$ cat config.mk
export PLATFORM = sky130hd
export DESIGN_NAME = ripple_count_sampler
export DESIGN_NICKNAME = d
export VERILOG_FILES = /design/src/rtl/ripple_pkg.sv /design/src/rtl/ripple_count_sampler_sync_stable.sv /design/src/rtl/ripple_count_sampler.sv
export SDC_FILE = /design/constraint.sdc
export NUM_CORES = 1
export LEC_CHECK = 0
export CAP_MARGIN = 10
export CORE_MARGIN = 3
export CORE_UTILIZATION = 47
export CTS_BUF_LIST = sky130_fd_sc_hd__clkbuf_16
export CTS_CLUSTER_SIZE = 40
export DETAILED_ROUTE_END_ITERATION = 10
export PLACE_DENSITY = 0.77
export SYNTH_ARGS = -nofsm -noshare
export SYNTH_HDL_FRONTEND = slang
export SYNTH_SLANG_ARGS = --single-unit
$ cat constraint.sdc
create_clock -name clk -period 1.31 [get_ports clk]
set_input_delay 0.262 -clock clk [delete_from_list [all_inputs] [get_ports clk]]
set_output_delay 0.262 -clock clk [all_outputs]
set_load 0.02 [all_outputs]
$ cat src/rtl/ripple_pkg.sv
`default_nettype none
// ============================================================================
// Module      : ripple_pkg
// Description : Shared types and constants for the ripple counter and sampler.
// Revision    : 1.0 - initial release
// ============================================================================
package ripple_pkg;

    localparam int RIPPLE_WIDTH = 4;

    typedef enum logic [1:0] {
        IDLE        = 2'd0,
        WAIT_STABLE = 2'd1,
        PRESENT     = 2'd2
    } sampler_state_t;

endpackage
`default_nettype wire

$ cat src/rtl/ripple_count_sampler_sync_stable.sv
`default_nettype none
// ============================================================================
// Module      : sync_stable
// Description : Three-stage bus synchroniser with a "value settled" flag.
// Revision    : 1.0 - initial release
// ============================================================================
module sync_stable
    import ripple_pkg::*;
#(
    parameter int WIDTH = RIPPLE_WIDTH
) (
    input  logic             clk,
    input  logic             rst,
    input  logic [WIDTH-1:0] async_in,
    output logic [WIDTH-1:0] sync_out,
    output logic             stable
);

    logic [WIDTH-1:0] r_sync1;
    logic [WIDTH-1:0] r_sync2;
    logic [WIDTH-1:0] r_sync3;

    always_ff @(posedge clk) begin
        if (rst) begin
            r_sync1 <= '0;
            r_sync2 <= '0;
            r_sync3 <= '0;
        end else begin
            r_sync1 <= async_in;
            r_sync2 <= r_sync1;
            r_sync3 <= r_sync2;
        end
    end

    // A ripple in flight shows up as consecutive synchronised samples differing.
    assign sync_out = r_sync2;
    assign stable   = (r_sync2 == r_sync3);

endmodule
`default_nettype wire

$ cat src/rtl/ripple_count_sampler.sv
`default_nettype none
// ============================================================================
// Module      : ripple_count_sampler
// Description : Periodically captures a settled ripple-counter value with delta.
// Revision    : 1.0 - initial release
// ============================================================================
module ripple_count_sampler
    import ripple_pkg::*;
#(
    parameter int WIDTH          = RIPPLE_WIDTH,
    parameter int SAMPLE_PERIOD  = 16,
    parameter int STABLE_TIMEOUT = 8
) (
    input  logic             clk,
    input  logic             rst,
    input  logic [WIDTH-1:0] cnt_in,
    input  logic             enable,
    output logic             out_valid,
    input  logic             out_ready,
    output logic [WIDTH-1:0] out_count,
    output logic [WIDTH-1:0] out_delta,
    output logic             out_forced,
    output logic             overrun
);

    localparam int TIMER_W = $clog2(SAMPLE_PERIOD);
    localparam int WAIT_W  = (STABLE_TIMEOUT > 1) ? $clog2(STABLE_TIMEOUT) : 1;
    localparam logic [TIMER_W-1:0] C_TIMER_LAST = TIMER_W'(SAMPLE_PERIOD - 1);
    localparam logic [WAIT_W-1:0]  C_WAIT_LAST  = WAIT_W'(STABLE_TIMEOUT - 1);

    logic [WIDTH-1:0]   w_sync2;
    logic               w_stable;
    logic [TIMER_W-1:0] r_timer;
    logic               r_tick;
    logic [WAIT_W-1:0]  r_wait;
    logic [WIDTH-1:0]   r_prev_cap;
    sampler_state_t     r_state;
    sampler_state_t     w_state_next;
    logic               w_capture;
    logic               w_force;
    logic               w_handshake;

    sync_stable #(
        .WIDTH (WIDTH)
    ) u_sync_stable (
        .clk      (clk),
        .rst      (rst),
        .async_in (cnt_in),
        .sync_out (w_sync2),
        .stable   (w_stable)
    );

    // Tick is registered so it is a clean one-cycle pulse after the wrap edge.
    always_ff @(posedge clk) begin
        if (rst) begin
            r_timer <= '0;
            r_tick  <= 1'b0;
        end else begin
            r_tick <= 1'b0;
            if (enable) begin
                if (r_timer == C_TIMER_LAST) begin
                    r_timer <= '0;
                    r_tick  <= 1'b1;
                end else begin
                    r_timer <= r_timer + 1'b1;
                end
            end
        end
    end

    always_ff @(posedge clk) begin
        if (rst) begin
            r_state <= IDLE;
        end else begin
            r_state <= w_state_next;
        end
    end

    always_comb begin
        w_state_next = r_state;
        w_capture    = 1'b0;
        w_force      = 1'b0;
        w_handshake  = 1'b0;
        case (r_state)
            IDLE: begin
                if (r_tick) begin
                    w_state_next = WAIT_STABLE;
                end
            end
            WAIT_STABLE: begin
                if (w_stable || (r_wait == C_WAIT_LAST)) begin
                    w_capture    = 1'b1;
                    w_force      = ~w_stable;
                    w_state_next = PRESENT;
                end
            end
            PRESENT: begin
                // out_valid is always high here, so ready alone completes the handshake.
                if (out_ready) begin
                    w_handshake  = 1'b1;
                    w_state_next = IDLE;
                end
            end
            default: begin
                w_state_next = IDLE;
            end
        endcase
    end

    always_ff @(posedge clk) begin
        if (rst) begin
            r_wait     <= '0;
            r_prev_cap <= '0;
            out_valid  <= 1'b0;
            out_count  <= '0;
            out_delta  <= '0;
            out_forced <= 1'b0;
            overrun    <= 1'b0;
        end else begin
            r_wait <= (r_state == WAIT_STABLE) ? r_wait + 1'b1 : '0;
            if (w_capture) begin
                out_count  <= w_sync2;
                out_delta  <= w_sync2 - r_prev_cap;
                r_prev_cap <= w_sync2;
                out_forced <= w_force;
                out_valid  <= 1'b1;
            end else if (w_handshake) begin
                out_valid  <= 1'b0;
            end
            if (r_tick && (r_state != IDLE)) begin
                overrun <= 1'b1;
            end
        end
    end

endmodule
`default_nettype wire

==> out/metrics.csv <==
stage,metric,value,unit
final_layout,"most common cell after layout, fill and taps aside",dfxtp_1,
drt,Detailed Routing Iterations Pass 1,4,
sta,post-route clock period utilization,115.6,%
drt,top routing layer in use,met4,
placed_design,routability congestion estimate,0.7954,
synth,syn nets,144,
setup_path,crit-path max cell delay,0.52,ns
clocking,cts bufs inserted,5,
synth,dominant cells by area after synthesis,"dfxtp_1, ha_1, nor2b_1, a21oi_1, xor2_1",
setup_path,worst-path maximum fanout,6,
synth,Unique masters post-synth,33,
placed_design,post-DP HPWL,1951,microns
setup_path,kind of critical path,reg -> reg,
drt,DR vias/cell,5.166,
sta,Max-slew headroom,78.04,%
setup_path,WP depth,4,
final_layout,synthesis-to-finish area growth,42.78,%
drt,routed length on met3,125,microns
final_layout,layout cells sized above 1,29.59,%
setup_path,Critical Path RT,1.47,ns
setup_path,R2R depth,4,
sta,RSZ-0062 raised after global routing,true,
synth,Yosys reg bits,33,
synth,synthesized area per cell,10.20,sq um
sta,Max Slew Vio Count,0,
outcome,status,finished with violations,
drt,Final ANT Viol Nets,0,
final_layout,most frequent cells in the layout,"dfxtp_1, buf_4, nor2b_1",
setup_path,crit start category,register,
final_layout,Multi-input gate area,700.7,sq um
drt,WL final,2761,microns
clocking,CTS Buffer Depth,2,
sta,final number of setup-violating endpoints,11,
grt,largest net degree at the start of global routing,20,
synth,Yosys top cell area share,50.19,%
grt,first-pass GRT wire length,4519,microns
floorplanning,Core Region,0.002567,sq mm
power,leakage,0.7927,nW
drt,routed vias,1028,
sta,Final Hold Vio Count,0,
setup_path,"delay-heaviest family, CP",compound AO/OA/AOI/OAI gates,
outcome,failing checks,setup timing,
setup_path,internal reg-to-reg setup slack,-0.20,ns
setup_path,WP buf/inv,0,
grt,initial antenna violation count,0,
sta,Least-Margin Pin Slew,0.3265,ns
clocking,cts hold-fix bufs,0,
min_path,worst hold stages,1,
final_layout,final std cells w/o fill,199,
clocking,clock-pin slew on the worst setup and hold paths,0.05,ns
grt,grt ovf,0,
floorplanning,die footprint,0.003472,sq mm
synth,sequential-to-total area share from yosys stat,50.19,%
flow_run,Max Cap Viol,0,
sta,Max Fclk,660.4,MHz
sta,Final TNS setup,-1.546,ns
synth,mapped cell area,0.001316,sq mm
clocking,Sink Count,33,
setup_path,CP Data Arrival Time,1.67,ns
setup_path,CP Capture Type,register,
clocking,number of post-CTS setup repair buffers,0,
synth,"area leader, netlist",dfxtp_1,
clocking,CTS HTree Levels,2,
setup_path,CP Cell Sequence,"xor2_2, o41a_1, o211ai_1, o31ai_2",
drt,Avg WL per Cell,13.87,microns
floorplanning,die width,58.92,microns
grt,vias in the first global route,1047,
sta,post-route worst setup slack,-0.2043,ns
min_path,Hold Crit Class,reg -> reg,
power,Cell Pwr Density,1222,mW/mm^2
power,worst vdd ir,0.001472,V
synth,Cells after Synth,129,
final_layout,Storage cell area,673.1,sq um
final_layout,fin nets,183,
drt,DR WL met2,1404,microns
floorplanning,Die H,58.92,microns
clocking,"Clk Latency, worst-skew pair",0.28,ns
drt,Detailed Route Iter0 Violations,33,
final_layout,# fillers,189,
synth,Yosys Warn Count,0,
drt,met1 WL,1179,microns
grt,gr usage total,18.30,%
clocking,CTS tree,done,
placed_design,PortBufs,18,
floorplanning,Ports,19,
drt,drt drc,0,
sta,Setup Skew,0.002445,ns
floorplanning,Starting Density,51.27,%
clocking,clock root buffer,clkbuf_16,
placed_design,DP Cell Count,191,
setup_path,CP max-delay cell,o41a_1,
floorplanning,std cell rows,18,
sta,Final min period,1.514,ns
final_layout,Ant. Diodes,0,
## metrics by stage
stage	area (sq um)	worst slack [ns]	hold WS [ns]	utilization (%)	total power [mW]
floorplan	1336	-0.08516	0.3377	-	1.147
global placement	1674	-0.1457	0.4249	65.20	1.223
detailed placement	1674	-0.2046	0.4224	65.20	1.231
CTS	1837	-0.2065	0.4349	71.54	2.308
global route	1879	-0.2530	0.4490	73.20	2.373
finish	1879	-0.2043	0.4327	73.20	2.296
## cells by family (layout without fill, tap and decap cells)
| family | after synthesis | after routing | share of synthesized area [%] |
|---|---|---|---|
| buffers and inverters | 12 | 52 | 3.422 |
| adders and majority gates | 7 | 7 | 7.224 |
| muxes | 2 | 2 | 1.521 |
| DFF | 33 | 33 | 50.19 |
| xor gates and xnor gates | 8 | 8 | 5.323 |
| and+or+nand+nor | 40 | 40 | 16.83 |
| AOI/OAI and AO/OA | 27 | 27 | 15.49 |
## final cells by class
class / count / area share [%]
tap: 30 / 1.997
clock buffer: 5 / 6.658
clock inverter: 3 / 0.5992
inverter: 8 / 1.598
sequential: 33 / 35.82
timing repair buffer: 36 / 16.05
multi-input combinational: 84 / 37.28
## where the power goes
group          total [mW]  switching (mW)  internal, mW
sequential           1.04          0.0167          1.02
combinational       0.183          0.0865        0.0960
clock                1.07           0.391         0.681
## registers in the layout, indices dropped and copies added, names as in the netlist
name / flops
u_sync_stable.sync_out: 4
r_prev_cap: 4
u_sync_stable.r_sync1: 4
r_tick: 1
out_valid: 1
overrun: 1
r_state: 2
r_wait: 3
out_forced: 1
r_timer: 4
u_sync_stable.r_sync3: 4
out_delta: 4
## synthesized netlist by cell type, drive strengths merged
cell type,number
nand3b,2
buf,1
clkbuf,3
o21ai,4
nand2,4
a211oi,3
nand4,1
xor2,5
nand2b,1
nor2b,12
a41oi,1
dfxtp,33
fa,1
nor2,7
nor3,3
a21oi,12
nand3,6
o31ai,3
a311oi,1
inv,8
o41a,1
o41ai,1
and3,2
xnor2,3
ha,6
or3b,1
o211ai,1
nor4,1
mux2i,2
## metal layers
layer / global-route usage, % / vias to the layer above
met4: 8.738 / 0
met2: 31.39 / 16
met5: 0 / -
met1: 19.07 / 482
li1: - / 524
met3: 7.895 / 6
## final timing paths
kind,start,endpoint
max,u_sync_stable.sync_out[0],out_delta[3]
min,u_sync_stable.r_sync1[3],u_sync_stable.sync_out[3]
max reg2reg,u_sync_stable.sync_out[0],out_delta[3]
min reg2reg,u_sync_stable.r_sync1[3],u_sync_stable.sync_out[3]
## timing repair
| action | CTS | global route |
|---|---|---|
| pin swaps | 5 | 4 |
| gates resized for setup | 22 | 8 |
| gates cloned | 0 | 0 |
| endpoints found under the setup margin | 22 | 11 |
Note: power is estimated with default switching activity, not from simulation.
